File: config.mk
export PLATFORM = sky130hd
export DESIGN_NAME = pipeline_hazard_controller_flat
export DESIGN_NICKNAME = d
export VERILOG_FILES = /design/src/rtl/pipeline_hazard_controller_pkg.sv /design/src/rtl/pipeline_hazard_controller_if.sv /design/src/rtl/pipeline_hazard_controller_forward_unit.sv /design/src/rtl/pipeline_hazard_controller.sv /design/src/flat_wrapper.sv
export SDC_FILE = /design/constraint.sdc
export NUM_CORES = 1
export LEC_CHECK = 0
export CORE_MARGIN = 2
export CORE_UTILIZATION = 51
export DETAILED_ROUTE_END_ITERATION = 10
export HOLD_SLACK_MARGIN = 0.05
export PLACE_DENSITY_LB_ADDON = 0.12
export SYNTH_ARGS = -nofsm -noshare
export SYNTH_HDL_FRONTEND = slang
export SYNTH_SLANG_ARGS = --single-unit
File: constraint.sdc
create_clock -name clk -period 3.8 [get_ports clk]
set_input_delay 0.76 -clock clk [delete_from_list [all_inputs] [get_ports clk]]
set_output_delay 0.76 -clock clk [all_outputs]
set_load 0.1 [all_outputs]
File: src/rtl/pipeline_hazard_controller_pkg.sv
`default_nettype none
// +--------------------------------------------------------------------------+
// | Module  : hazard_pkg                                                     |
// | Brief   : Shared types and constants for the pipeline hazard controller. |
// | Revision: 1.0                                                            |
// +--------------------------------------------------------------------------+
package hazard_pkg;

   localparam int c_REG_IDX_W = 5;

   typedef enum logic [1:0] {
      FWD_REG = 2'd0,
      FWD_WB  = 2'd1,
      FWD_MEM = 2'd2
   } fwd_sel_e;

   typedef enum logic [0:0] {
      RUN      = 1'b0,
      MEM_WAIT = 1'b1
   } hz_state_e;

endpackage
`default_nettype wire

File: src/rtl/pipeline_hazard_controller_if.sv
`default_nettype none
// +--------------------------------------------------------------------------+
// | Module  : pipeline_hazard_controller_if                                  |
// | Brief   : Pipeline-status inputs and hazard-control outputs bundle.      |
// | Revision: 1.0                                                            |
// +--------------------------------------------------------------------------+
interface pipeline_hazard_controller_if
   import hazard_pkg::*;
   ();

   logic [c_REG_IDX_W-1:0] id_rs1;
   logic [c_REG_IDX_W-1:0] id_rs2;
   logic [c_REG_IDX_W-1:0] ex_rs1;
   logic [c_REG_IDX_W-1:0] ex_rs2;
   logic [c_REG_IDX_W-1:0] ex_rd;
   logic                   ex_mem_read;
   logic [c_REG_IDX_W-1:0] mem_rd;
   logic                   mem_reg_write;
   logic [c_REG_IDX_W-1:0] wb_rd;
   logic                   wb_reg_write;
   logic                   pc_src;
   logic                   dmem_req;
   logic                   dmem_ack;
   logic                   cnt_clear;

   logic [1:0]             r1_solve;
   logic [1:0]             r2_solve;
   logic                   en_fetch;
   logic                   en_decode;
   logic                   en_execute;
   logic                   en_mem;
   logic                   en_wb;
   logic                   flush_decode;
   logic                   flush_execute;
   logic                   mem_error;

   // Core side: reports pipeline status, consumes hazard controls.
   modport master (
      output id_rs1, id_rs2, ex_rs1, ex_rs2, ex_rd, ex_mem_read,
             mem_rd, mem_reg_write, wb_rd, wb_reg_write,
             pc_src, dmem_req, dmem_ack, cnt_clear,
      input  r1_solve, r2_solve, en_fetch, en_decode, en_execute, en_mem, en_wb,
             flush_decode, flush_execute, mem_error
   );

   // Controller side.
   modport slave (
      input  id_rs1, id_rs2, ex_rs1, ex_rs2, ex_rd, ex_mem_read,
             mem_rd, mem_reg_write, wb_rd, wb_reg_write,
             pc_src, dmem_req, dmem_ack, cnt_clear,
      output r1_solve, r2_solve, en_fetch, en_decode, en_execute, en_mem, en_wb,
             flush_decode, flush_execute, mem_error
   );

endinterface
`default_nettype wire

File: src/rtl/pipeline_hazard_controller_forward_unit.sv
`default_nettype none
// +--------------------------------------------------------------------------+
// | Module  : forward_unit                                                   |
// | Brief   : Per-operand forwarding select; memory stage beats writeback.   |
// | Revision: 1.0                                                            |
// +--------------------------------------------------------------------------+
module forward_unit
   import hazard_pkg::*;
(
   input  logic [c_REG_IDX_W-1:0] rs,
   input  logic [c_REG_IDX_W-1:0] mem_rd,
   input  logic                   mem_reg_write,
   input  logic [c_REG_IDX_W-1:0] wb_rd,
   input  logic                   wb_reg_write,
   output fwd_sel_e               sel
);

   logic w_mem_hit;
   logic w_wb_hit;

   // x0 is hardwired to zero, so a write to it never produces a forward.
   assign w_mem_hit = mem_reg_write && (mem_rd != '0) && (mem_rd == rs);
   assign w_wb_hit  = wb_reg_write  && (wb_rd  != '0) && (wb_rd  == rs);

   always_comb begin
      sel = FWD_REG;
      if (w_mem_hit) begin
         sel = FWD_MEM;
      end else if (w_wb_hit) begin
         sel = FWD_WB;
      end
   end

endmodule
`default_nettype wire

File: src/rtl/pipeline_hazard_controller.sv
`default_nettype none
// +--------------------------------------------------------------------------+
// | Module  : pipeline_hazard_controller                                     |
// | Brief   : Forwarding, load-use stall, flush and memory-freeze control.   |
// | Revision: 1.0                                                            |
// +--------------------------------------------------------------------------+
module pipeline_hazard_controller
   import hazard_pkg::*;
#(
   parameter int TIMEOUT = 64,
   parameter int CNT_W   = 32
) (
   input  logic                               clk,
   input  logic                               reset,
   pipeline_hazard_controller_if.slave        bus,
   output logic [CNT_W-1:0]                   stall_cycles,
   output logic [CNT_W-1:0]                   flush_count
);

   localparam int                    c_WAIT_W    = (TIMEOUT > 1) ? $clog2(TIMEOUT) : 1;
   localparam logic [c_WAIT_W-1:0]   c_WAIT_LAST = c_WAIT_W'(TIMEOUT - 1);

   hz_state_e              r_state;
   hz_state_e              w_state_next;
   logic [c_WAIT_W-1:0]    r_wait_cnt;
   logic                   r_mem_error;
   logic [CNT_W-1:0]       r_stall_cycles;
   logic [CNT_W-1:0]       r_flush_count;

   logic                   w_load_use;
   logic                   w_wait_last;
   logic                   w_freeze_entry;
   logic                   w_wait_done;
   logic                   w_apply_run;
   logic                   w_en_front;
   logic                   w_en_back;
   logic                   w_flush_dec;
   logic                   w_flush_ex;
   logic                   w_any_stall;

   logic [c_REG_IDX_W-1:0] w_ex_rs [2];
   fwd_sel_e               w_sel   [2];

   // ------------------------------------------------------------------
   // Operand forwarding
   // ------------------------------------------------------------------
   assign w_ex_rs[0] = bus.ex_rs1;
   assign w_ex_rs[1] = bus.ex_rs2;

   genvar gi;
   generate
      for (gi = 0; gi < 2; gi++) begin : g_fwd
         forward_unit u_forward_unit (
            .rs            (w_ex_rs[gi]),
            .mem_rd        (bus.mem_rd),
            .mem_reg_write (bus.mem_reg_write),
            .wb_rd         (bus.wb_rd),
            .wb_reg_write  (bus.wb_reg_write),
            .sel           (w_sel[gi])
         );
      end
   endgenerate

   assign bus.r1_solve = w_sel[0];
   assign bus.r2_solve = w_sel[1];

   // ------------------------------------------------------------------
   // Hazard conditions
   // ------------------------------------------------------------------
   assign w_load_use     = bus.ex_mem_read && (bus.ex_rd != '0) &&
                           ((bus.ex_rd == bus.id_rs1) || (bus.ex_rd == bus.id_rs2));
   assign w_wait_last    = (r_wait_cnt == c_WAIT_LAST);
   assign w_freeze_entry = (r_state == RUN) && bus.dmem_req && !bus.dmem_ack;
   assign w_wait_done    = (r_state == MEM_WAIT) && (bus.dmem_ack || w_wait_last);

   // ------------------------------------------------------------------
   // Freeze FSM: state register
   // ------------------------------------------------------------------
   always_ff @(posedge clk) begin
      if (reset) begin
         r_state <= RUN;
      end else begin
         r_state <= w_state_next;
      end
   end

   // ------------------------------------------------------------------
   // Freeze FSM: next-state logic
   // ------------------------------------------------------------------
   always_comb begin
      w_state_next = r_state;
      case (r_state)
         RUN: begin
            if (w_freeze_entry) begin
               w_state_next = MEM_WAIT;
            end
         end
         MEM_WAIT: begin
            if (w_wait_done) begin
               w_state_next = RUN;
            end
         end
         default: w_state_next = RUN;
      endcase
   end

   // ------------------------------------------------------------------
   // Freeze FSM: enable / flush decode
   // ------------------------------------------------------------------
   always_comb begin
      w_apply_run = 1'b0;
      w_en_front  = 1'b1;
      w_en_back   = 1'b1;
      w_flush_dec = 1'b0;
      w_flush_ex  = 1'b0;
      if (!reset) begin
         case (r_state)
            RUN: begin
               if (w_freeze_entry) begin
                  w_en_front = 1'b0;
                  w_en_back  = 1'b0;
               end else begin
                  w_apply_run = 1'b1;
               end
            end
            MEM_WAIT: begin
               if (w_wait_done) begin
                  w_apply_run = 1'b1;
               end else begin
                  w_en_front = 1'b0;
                  w_en_back  = 1'b0;
               end
            end
            default: w_apply_run = 1'b1;
         endcase

         // A taken branch wins over load-use: the decode slot is wrong-path.
         if (w_apply_run) begin
            if (bus.pc_src) begin
               w_flush_dec = 1'b1;
               w_flush_ex  = 1'b1;
            end else if (w_load_use) begin
               w_en_front  = 1'b0;
               w_flush_ex  = 1'b1;
            end
         end
      end
   end

   assign bus.en_fetch      = w_en_front;
   assign bus.en_decode     = w_en_front;
   assign bus.en_execute    = w_en_back;
   assign bus.en_mem        = w_en_back;
   assign bus.en_wb         = w_en_back;
   assign bus.flush_decode  = w_flush_dec;
   assign bus.flush_execute = w_flush_ex;

   assign w_any_stall = !(w_en_front && w_en_back);

   // ------------------------------------------------------------------
   // Wait counter and sticky timeout error
   // ------------------------------------------------------------------
   always_ff @(posedge clk) begin
      if (reset) begin
         r_wait_cnt  <= '0;
         r_mem_error <= 1'b0;
      end else if (r_state == RUN) begin
         r_wait_cnt <= '0;
      end else if (!bus.dmem_ack) begin
         if (w_wait_last) begin
            r_mem_error <= 1'b1;
         end else begin
            r_wait_cnt <= r_wait_cnt + 1'b1;
         end
      end
   end

   assign bus.mem_error = r_mem_error;

   // ------------------------------------------------------------------
   // Saturating performance counters
   // ------------------------------------------------------------------
   always_ff @(posedge clk) begin
      if (reset || bus.cnt_clear) begin
         r_stall_cycles <= '0;
      end else if (w_any_stall && (r_stall_cycles != '1)) begin
         r_stall_cycles <= r_stall_cycles + 1'b1;
      end
   end

   always_ff @(posedge clk) begin
      if (reset || bus.cnt_clear) begin
         r_flush_count <= '0;
      end else if (w_flush_dec && (r_flush_count != '1)) begin
         r_flush_count <= r_flush_count + 1'b1;
      end
   end

   assign stall_cycles = r_stall_cycles;
   assign flush_count  = r_flush_count;

endmodule
`default_nettype wire

File: src/flat_wrapper.sv
// flat-port wrapper written by rule: the top's interface ports become plain ports
module pipeline_hazard_controller_flat import hazard_pkg::*;
#(
   parameter int TIMEOUT = 64,
   parameter int CNT_W   = 32
)
  (clk, reset, stall_cycles, flush_count, bus_id_rs1, bus_id_rs2, bus_ex_rs1, bus_ex_rs2, bus_ex_rd, bus_ex_mem_read, bus_mem_rd, bus_mem_reg_write, bus_wb_rd, bus_wb_reg_write, bus_pc_src, bus_dmem_req, bus_dmem_ack, bus_cnt_clear, bus_r1_solve, bus_r2_solve, bus_en_fetch, bus_en_decode, bus_en_execute, bus_en_mem, bus_en_wb, bus_flush_decode, bus_flush_execute, bus_mem_error);
  pipeline_hazard_controller_if bus_i ();
  input  logic clk;
  input  logic reset;
  output logic [CNT_W-1:0] stall_cycles;
  output logic [CNT_W-1:0] flush_count;
  input wire logic [$bits(bus_i.id_rs1)-1:0] bus_id_rs1;
  input wire logic [$bits(bus_i.id_rs2)-1:0] bus_id_rs2;
  input wire logic [$bits(bus_i.ex_rs1)-1:0] bus_ex_rs1;
  input wire logic [$bits(bus_i.ex_rs2)-1:0] bus_ex_rs2;
  input wire logic [$bits(bus_i.ex_rd)-1:0] bus_ex_rd;
  input wire logic [$bits(bus_i.ex_mem_read)-1:0] bus_ex_mem_read;
  input wire logic [$bits(bus_i.mem_rd)-1:0] bus_mem_rd;
  input wire logic [$bits(bus_i.mem_reg_write)-1:0] bus_mem_reg_write;
  input wire logic [$bits(bus_i.wb_rd)-1:0] bus_wb_rd;
  input wire logic [$bits(bus_i.wb_reg_write)-1:0] bus_wb_reg_write;
  input wire logic [$bits(bus_i.pc_src)-1:0] bus_pc_src;
  input wire logic [$bits(bus_i.dmem_req)-1:0] bus_dmem_req;
  input wire logic [$bits(bus_i.dmem_ack)-1:0] bus_dmem_ack;
  input wire logic [$bits(bus_i.cnt_clear)-1:0] bus_cnt_clear;
  output wire logic [$bits(bus_i.r1_solve)-1:0] bus_r1_solve;
  output wire logic [$bits(bus_i.r2_solve)-1:0] bus_r2_solve;
  output wire logic [$bits(bus_i.en_fetch)-1:0] bus_en_fetch;
  output wire logic [$bits(bus_i.en_decode)-1:0] bus_en_decode;
  output wire logic [$bits(bus_i.en_execute)-1:0] bus_en_execute;
  output wire logic [$bits(bus_i.en_mem)-1:0] bus_en_mem;
  output wire logic [$bits(bus_i.en_wb)-1:0] bus_en_wb;
  output wire logic [$bits(bus_i.flush_decode)-1:0] bus_flush_decode;
  output wire logic [$bits(bus_i.flush_execute)-1:0] bus_flush_execute;
  output wire logic [$bits(bus_i.mem_error)-1:0] bus_mem_error;
  assign bus_i.id_rs1 = bus_id_rs1;
  assign bus_i.id_rs2 = bus_id_rs2;
  assign bus_i.ex_rs1 = bus_ex_rs1;
  assign bus_i.ex_rs2 = bus_ex_rs2;
  assign bus_i.ex_rd = bus_ex_rd;
  assign bus_i.ex_mem_read = bus_ex_mem_read;
  assign bus_i.mem_rd = bus_mem_rd;
  assign bus_i.mem_reg_write = bus_mem_reg_write;
  assign bus_i.wb_rd = bus_wb_rd;
  assign bus_i.wb_reg_write = bus_wb_reg_write;
  assign bus_i.pc_src = bus_pc_src;
  assign bus_i.dmem_req = bus_dmem_req;
  assign bus_i.dmem_ack = bus_dmem_ack;
  assign bus_i.cnt_clear = bus_cnt_clear;
  assign bus_r1_solve = bus_i.r1_solve;
  assign bus_r2_solve = bus_i.r2_solve;
  assign bus_en_fetch = bus_i.en_fetch;
  assign bus_en_decode = bus_i.en_decode;
  assign bus_en_execute = bus_i.en_execute;
  assign bus_en_mem = bus_i.en_mem;
  assign bus_en_wb = bus_i.en_wb;
  assign bus_flush_decode = bus_i.flush_decode;
  assign bus_flush_execute = bus_i.flush_execute;
  assign bus_mem_error = bus_i.mem_error;
  pipeline_hazard_controller #(.TIMEOUT(TIMEOUT), .CNT_W(CNT_W)) u_core (.clk(clk), .reset(reset), .bus(bus_i), .stall_cycles(stall_cycles), .flush_count(flush_count));
endmodule
==> out/results.tsv <==
stage	metric	value	unit
outcome	status	completed	
sta	setup_tns	0	ps
grt	grt.total_usage	0.2386	
cells_and_area	num_antenna_cells	0	
power_and_ir_drop	p_switching	0.4018	mW
drt	vias_per_cell	5.443	
grt	first_global_vias	3569	
cells_and_area	multiInputGateArea	0.002277	mm^2
cts	postCtsSetupBuffers	0	
drt	post-route-drc-count	0	
sta	hold_violations	0	
sta	slew_violations	0	
logic_synthesis	synthDistinctLibCells	39	
sta	skew	12.03	ps
drt	firstDrtPassIters	5	
drt	wl	9662	um
cts	cts.sinks	72	
logic_synthesis	ys.flop_type	dfxtp_1	
cts	clk_pin_slew	80	ps
power_and_ir_drop	clockPowerShare	0.359	
cts	cts_tree	built	
sta	timing.max_slew.rel_slack	0.3144	
cells_and_area	final_util	0.7368	
power_and_ir_drop	power-per-cell-area	275.9	mW/mm^2
worst_hold_path	hold_class	flop to flop	
power_and_ir_drop	p_int	1.073	mW
floorplanning	die_area	0.008217	mm^2
sta	setup_viol	0	
setup_path	critical_path_class	input port to output port	
cells_and_area	num-fill-cells	560	
floorplanning	ios	120	
placement	port_buffers	119	
grt	grt_pass1_wl	16420	um
placement	place.gp.congestion	0.8791	
logic_synthesis	seq_area_frac_synth	0.3765	
cts	root_buffer	clkbuf_8	
floorplanning	fp.dieH	90.65	um
drt	via_count	3658	
drt	wl_per_cell	14.38	um
logic_synthesis	mappedNetlistArea	0.003829	mm^2
logic_synthesis	synth_seq_cells	72	
sta	max_slew.worst_pin.slew	1025	ps
cts	holdBufCountCts	0	
setup_path	cp-end-kind	output port	
sta	fin_crit_sh	0.9407	
grt	grt_max_degree	49	
logic_synthesis	syn_nets	502	
cts	numCtsBuffers	9	
sta	timing.final.crit_period	3575	ps
grt	grt_antenna_before_repair	0	
cells_and_area	seq_area	0.001441	mm^2
logic_synthesis	synth_cells	455	
power_and_ir_drop	switching_share	0.2725	
setup_path	critPathMaxFanout	3	
cts	cts.path.max_buffers	2	
floorplanning	core-area	0.007253	mm^2
drt	ant_nets	0	
power_and_ir_drop	p_leak	1.919	nW
power_and_ir_drop	peakVddDrop	0.0001898	V
drt	dr.first_iter.drc_count	195	
placement	dp_hpwl	7120	um
grt	grt_overflow_total	0	
logic_synthesis	ys_warn_count	0	
power_and_ir_drop	power_frac_seq	0.514	
floorplanning	rows	31	
cts	post_cts_resized	0	
logic_synthesis	synth.avg_cell_area	8.415	um^2
floorplanning	initial_utilization	0.5279	
setup_path	critPathLaunchType	input port	
logic_synthesis	synth_edf_count	0	
setup_path	cp_data_required_time	3040	ps
floorplanning	die_w	90.65	um
cts	insertion_delay	340	ps
cells_and_area	syn_to_final_growth	39.58	%
power_and_ir_drop	power.share.combinational	0.128	
setup_path	cp.arrival	2810	ps
sta	whs	487.9	ps
logic_synthesis	async_reset_ff_frac	0	
run	drv_cap	0	
sta	grt_setup_unrepaired	no	
cells_and_area	final_nets	616	
cells_and_area	drive_gt1_frac	0.07679	
cts	cts_htree_levels	3	
sta	timing.fmax	279.7	MHz
## placed cells by master, fill, tap and decap left out, types with 4 or more instances in the layout
cell	count
nand3_1	25
clkbuf_8	9
nor3_1	9
o21ai_0	8
and4_1	7
nand4_1	30
xnor2_1	18
dfxtp_1	72
inv_1	4
or4_1	11
xor2_1	69
buf_12	8
or3_1	4
buf_4	8
and2_1	9
o211ai_1	5
nand2_1	31
clkdlybuf4s50_1	108
nor2_1	75
a21oi_1	5
clkinvlp_4	4
and3_1	23
## power groups by stage
| stage | logic (mW) | registers (mW) | clock network, mW |
|---|---|---|---|
| floorplan | 0.0987 | 0.780 | 0 |
| global placement | 0.183 | 0.775 | 0 |
| detailed placement | 0.188 | 0.775 | 0 |
| CTS | 0.188 | 0.757 | 0.542 |
| global route | 0.199 | 0.758 | 0.584 |
| finish | 0.188 | 0.757 | 0.529 |
## metal layers
metal / global-route usage / part of all wire
met2: 0.4104 / 0.49
met3: 0.05509 / 0.063
met1: 0.2918 / 0.43
met5: 0 / 0
met4: 0.08333 / 0.013
## critical path, cell delays in order
cell	delay [ps]
clkdlybuf4s50_1	480
or4_1	530
o21ai_0	250
nor4_1	170
nor4_2	400
buf_12	220
## state kept, by name (all words and copies together) (netlist names)
signal	flops
u_core.flush_count	32
u_core.r_state	1
u_core.bus.mem_error	1
u_core.stall_cycles	32
u_core.r_wait_cnt	6
## synthesized netlist by cell type (all sizes together), types with 7 or more instances
library cell	instances	area, um^2
or4	11	82.58
and3	23	143.9
xor2	69	604.3
nor3	10	50.05
clkbuf	9	33.78
nand4	32	221.5
and4	7	61.31
and2	9	56.30
o21ai	9	48.80
xnor2	18	157.7
dfxtp	72	1441
nand2	31	116.4
nor2	75	281.5
nand3	26	135.1
buf	12	87.58
## cell families (layout without fill, tap and decap cells)
kind of cell    count (synthesis)  after routing  share of synthesized area
simple gates                  243            243                     0.3389
xor+xnor                       87             87                     0.1990
flops                          72             72                     0.3765
buf+inv                        27            145                    0.03758
compound gates                 23             23                    0.03824
fa+ha+maj                       3              3                   0.009805
## layout make-up
cell class,instances,share of cell area
multi-input combinational,356,0.4261
sequential,72,0.2697
timing repair buffer,124,0.2435
clock buffer,9,0.02318
tap,99,0.02318
clock inverter,6,0.008663
inverter,6,0.005619
## final timing paths
check / startpoint / to / slack [ps] / cells after the start
max: bus_mem_rd[0] / bus_r1_solve[0] / 230 / 6
min: u_core.bus.mem_error / u_core.bus.mem_error / 490 / 2
max reg2reg: u_core.flush_count[1] / u_core.flush_count[28] / 1130 / 8
min reg2reg: u_core.bus.mem_error / u_core.bus.mem_error / 490 / 2
## metrics by stage
step                total power [mW]  instance area, um^2  worst slack [ps]  std cells
floorplan                     0.8787                 3885            -282.7        455
global placement              0.9582                 5174             322.1        657
detailed placement            0.9625                 5174             248.3        657
CTS                            1.487                 5344             238.4        672
global route                   1.541                 5344             173.5        672
finish                         1.474                 5344             225.2        672
No activity file was read; power rests on OpenSTA's default activity.
